<file path="config.mk">
export PLATFORM = sky130hd
export DESIGN_NAME = status_flags_reg
export DESIGN_NICKNAME = d
export VERILOG_FILES = /design/src/rtl/status_flags_reg_pkg.sv /design/src/rtl/status_flags_reg_save_stack.sv /design/src/rtl/status_flags_reg.sv
export SDC_FILE = /design/constraint.sdc
export NUM_CORES = 1
export LEC_CHECK = 0
export ABC_AREA = 1
export CAP_MARGIN = 20
export CORE_MARGIN = 8
export CORE_UTILIZATION = 46
export DETAILED_ROUTE_END_ITERATION = 10
export PLACE_DENSITY = 0.76
export SYNTH_ARGS = -nofsm -noshare
export SYNTH_HDL_FRONTEND = slang
export SYNTH_SLANG_ARGS = --single-unit
</file>
<file path="constraint.sdc">
create_clock -name clk -period 1.67 [get_ports clk]
set_input_delay 0.334 -clock clk [delete_from_list [all_inputs] [get_ports clk]]
set_output_delay 0.334 -clock clk [all_outputs]
set_load 0.005 [all_outputs]
</file>
<file path="src/rtl/status_flags_reg_pkg.sv">
// rtl/status_flags_reg_pkg.sv - shared NZCV flag definitions for the status register slice
package status_flags_reg_pkg;

  localparam int FLAG_Z = 3;
  localparam int FLAG_C = 2;
  localparam int FLAG_N = 1;
  localparam int FLAG_V = 0;

  // Packed {z, c, n, v}, matching the bit indices above
  typedef logic [3:0] flags_t;

  // Instructions with this condition never read the flags
  localparam logic [3:0] COND_AL = 4'b1110;

endpackage

</file>
<file path="src/rtl/status_flags_reg_save_stack.sv">
// rtl/status_flags_reg_save_stack.sv - flag_save_stack: parameterised LIFO of saved flags
// Entries are not reset; only the occupancy count is.
module flag_save_stack
  import status_flags_reg_pkg::*;
#(
  parameter int DEPTH = 2,
  parameter int CW    = $clog2(DEPTH + 1)
) (
  input  logic          clk,
  input  logic          rst_n,
  input  logic          push,
  input  logic          pop,
  input  flags_t        din,
  output flags_t        top,
  output logic          full,
  output logic          empty,
  output logic [CW-1:0] count
);

  localparam int AW = (DEPTH > 1) ? $clog2(DEPTH) : 1;

  flags_t          mem [DEPTH];
  logic   [AW-1:0] wr_idx;
  logic   [AW-1:0] rd_idx;

  assign wr_idx = AW'(count);
  assign rd_idx = AW'(count - CW'(1));
  assign full   = (count == CW'(DEPTH));
  assign empty  = (count == '0);
  assign top    = mem[rd_idx];

  always_ff @(posedge clk) begin
    if (push && !full) begin
      mem[wr_idx] <= din;
    end
  end

  always_ff @(posedge clk or negedge rst_n) begin
    if (!rst_n) begin
      count <= '0;
    end else if (push && !full) begin
      count <= count + CW'(1);
    end else if (pop && !empty) begin
      count <= count - CW'(1);
    end
  end

endmodule

</file>
<file path="src/rtl/status_flags_reg.sv">
// rtl/status_flags_reg.sv - NZCV status register with save stack and EXE->ID hazard handling
// Define SR_FWD_EN to forward in-flight flags to SR instead of requesting a stall.
module status_flags_reg
  import status_flags_reg_pkg::*;
#(
  parameter int SAVE_DEPTH = 2
) (
  input  logic                            clk,
  input  logic                            rst_n,
  input  logic                            freeze,
  input  logic                            exe_s_en,
  input  logic [3:0]                      exe_flags,
  input  logic                            id_cond_valid,
  input  logic                            save_req,
  input  logic                            restore_req,
  output logic [3:0]                      SR,
  output logic                            sr_hazard,
  output logic [$clog2(SAVE_DEPTH+1)-1:0] save_depth,
  output logic                            stack_err
);

  localparam int DW = $clog2(SAVE_DEPTH + 1);

  flags_t          sr_q;
  flags_t          sr_d;
  flags_t          stack_top;
  logic            err_q;
  logic            err_d;
  logic            push;
  logic            pop;
  logic            full;
  logic            empty;
  logic [DW-1:0]   depth;

  flag_save_stack #(
    .DEPTH (SAVE_DEPTH),
    .CW    (DW)
  ) u_stack (
    .clk   (clk),
    .rst_n (rst_n),
    .push  (push),
    .pop   (pop),
    .din   (sr_q),
    .top   (stack_top),
    .full  (full),
    .empty (empty),
    .count (depth)
  );

  // A successful pop overrides the EXE write; every other case lets EXE land.
  always_comb begin
    push  = 1'b0;
    pop   = 1'b0;
    sr_d  = sr_q;
    err_d = err_q;
    if (!freeze) begin
      if (exe_s_en) begin
        sr_d = exe_flags;
      end
      if (save_req && restore_req) begin
        err_d = 1'b1;
      end else if (restore_req) begin
        if (!empty) begin
          pop  = 1'b1;
          sr_d = stack_top;
        end else begin
          err_d = 1'b1;
        end
      end else if (save_req) begin
        if (!full) begin
          push = 1'b1;
        end else begin
          err_d = 1'b1;
        end
      end
    end
  end

  always_ff @(posedge clk or negedge rst_n) begin
    if (!rst_n) begin
      sr_q  <= '0;
      err_q <= 1'b0;
    end else begin
      sr_q  <= sr_d;
      err_q <= err_d;
    end
  end

  assign stack_err  = err_q;
  assign save_depth = depth;

`ifdef SR_FWD_EN
  logic unused_id_cond_valid;
  assign unused_id_cond_valid = id_cond_valid;

  always_comb begin
    if (restore_req && !empty) begin
      SR = stack_top;
    end else if (exe_s_en) begin
      SR = exe_flags;
    end else begin
      SR = sr_q;
    end
  end
  assign sr_hazard = 1'b0;
`else
  assign SR        = sr_q;
  assign sr_hazard = id_cond_valid & (exe_s_en | restore_req);
`endif

endmodule

</file>
==> flow_metrics.tcl <==
set metrics [dict create \
    status "completed" \
    cp.arrival_ps 1240 \
    path_delay_family "buffers and inverters" \
    dpl.hpwl_um 1392 \
    first_global_vias 691 \
    path_max_fanout 5 \
    wl_per_cell_um 12.40 \
    rr_endpoint "u_stack.mem[1][2]$_DFFE_PP_" \
    rr_startpoint "u_stack.count[0]$_DFFE_PN0P_" \
    final_cell_area_um2 1046 \
    hold_class "in -> async" \
    p_total_mw 1.210 \
    period_minus_slack_ps 1573 \
    power_leakage_nw 0.5417 \
    clk-insertion-delay-late_ps 270 \
    synth_largest_area_cell "edfxtp_1" \
    n_fill_cell 126 \
    coreArea_um2 1524 \
    end_kind "primary output" \
    clockBufferDepth 2 \
    dpl_cell_area_um2 1015 \
    drc 0 \
    syn_nets 108 \
    cts_hold_buf 0 \
    post-route-period-util 0.9422 \
    die-height_um 56.50 \
    rsz0062_at_grt "no" \
    htree_levels 1 \
    crit_start "SR[1]$_DFFE_PN0N_" \
    rows 14 \
    port_buffers 18 \
    max_freq_mhz 635.5 \
    antenna_found_initial 0 \
    die_w_um 56.50 \
    pwr_density_cell_nw_per_um2 1157 \
    die_area_um2 3192 \
    grt_first_pass_wirelength_um 3042 \
    ant_nets 0 \
    critPathBufInv 1 \
    ir_drop_v 0.0006224 \
    critPathLaunchType "register" \
    cts_root_buf "clkbuf_4" \
    totalWireLength_um 1748 \
    syn_area_per_cell_um2 7.942 \
    clkTransAtPathRegs_ps 90 \
    ff2ff_path_depth 6 \
    synth_cell_types 12 \
    final_nets 139 \
    insertedDiodeCount 0 \
    final_max_slew_viol_count 0 \
    cap_viol_max_count 0 \
    setup_violations 0 \
    grt_usage 0.1165 \
    r2r_slack_ps 220 \
    critical_path.cell_chain "clkdlybuf4s50_1" \
    start_util 0.4951 \
    grt_util_met2 0.1818 \
    slew_headroom 0.7457 \
    grt_overflow 0 \
    skew_ps 7.102 \
    cp.required_ps 1340 \
    area_delta_synth_final_pct 38.64 \
    ioPinCount 19 \
    yosysWarnings 0 \
    max_stage_delay_ps 540 \
    drt-vias-per-instance 4.801 \
    instances_no_fill 141 \
    hold_viol 0 \
    synth.ff_latch_count 15 \
    grt_max_degree 9 \
    ys_seq_area_frac 0.5506 \
    cts_setup_buffers 0 \
    cts_buffers 3 \
    cts_tree "built" \
    vias 677 \
    synthesis.area_um2 754.5 \
    grt_use_met3 0.03371 \
    gp_routability_congestion 0.8584 \
    synthTopCellsByArea "edfxtp_1 32%, nand2_1 25%, dfrtp_1 23%" \
    synth_cells 95 \
    clock_sinks 15 \
    drtPass1Iterations 4 \
    place_inst 137 \
    path_class "reg -> out" \
    crit_path_top_delay_cell "clkdlybuf4s50_1" \
    met1_usage 0.1438 \
    top_usage_layer "met2" \
    worst-slew-pin-transition_ps 380.2 \
    drive_gt1_frac 0.09600 \
    first_iter_violations 12 \
    synth_top_area_share 0.3184 \
]
cells in the mapped netlist:
cell,instances
o21bai_1,1
o21a_1,1
edfxtp_1,8
nand3_1,8
a21oi_1,1
inv_1,10
nand4_1,1
ha_1,2
nor2_1,5
nand2_1,50
dfrtp_1,7
inv_2,1
worst max-delay path by stage:
stage | to | slack, ps | cells past startpoint
final | SR[1] | 100 | 1
after global routing | SR[3] | 40 | 1
after CTS | save_depth[0] | 30 | 2
after detailed placement | sr_hazard | -100 | 3
after global placement | sr_hazard | -110 | 3
after floorplan | u_stack.mem[1][0]$_DFFE_PP_ | 120 | 5
where the power goes:
group	internal (mW)	total [mW]	switching [mW]	leakage [nW]
Clock	0.0923	0.199	0.106	0.0150
Combinational	0.236	0.487	0.252	0.370
Sequential	0.465	0.524	0.0596	0.157
Total	0.793	1.21	0.418	0.542
sequential cells by signal, summed over array words and instances, names as in the netlist:
register	flops
u_stack.mem	8
SR	4
u_stack.count	2
stack_err	1
kinds of logic after synthesis:
kind of cell	synth area share
DFF	0.5506
adders and majority gates	0.03316
buffers and inverters	0.05473
AOI/OAI and AO/OA	0.02654
and+or+nand+nor	0.3350
metrics by stage:
step	setup TNS, ps	worst slack [ps]	hold WS, ps	util
6_report	0	96.55	336.9	0.6864
5_1_grt	0	39.91	358.5	0.6864
4_1_cts	0	25.21	343.1	0.6823
3_5_place_dp	-223.6	-105.0	465.3	0.6658
3_3_place_gp	-134.4	-108.8	462.7	0.6658
2_1_floorplan	0	121.9	38.41	-
cells in the final DEF (no fill, tap or decap), drive strengths merged:
cell	n
nand4	1
clkbuf	4
ha	2
nand3	8
dlymetal6s2s	1
edfxtp	8
o21bai	1
a21oi	1
clkdlybuf4s50	16
o21a	1
inv	11
nand2	50
dfrtp	7
nor2	5
buf	8
dlygate4sd2	1
layer usage:
layer / vias up / routed length (um) / share of wire
li1: 358 / - / -
met2: 15 / 794 / 0.45
met5: - / 0 / 0
met1: 298 / 837 / 0.48
met4: 0 / 50 / 0.029
met3: 6 / 66 / 0.038
timing repair:
action | in CTS | in global routing
hold endpoints to repair | 0 | 0
endpoints found under the setup margin | 1 | 1
resized for setup | 1 | 2
final cells by class:
type                    instances  area (um^2)  area share
flip-flops and latches         15        415.4      0.3971
multi-input cells              69        297.8      0.2847
repair buffers                 26        245.2      0.2345
inverters                      11        41.29     0.03947
clock buffers                   4        26.28     0.02512
well taps                      16        20.02     0.01914
Power figures use the tool's default switching activity.
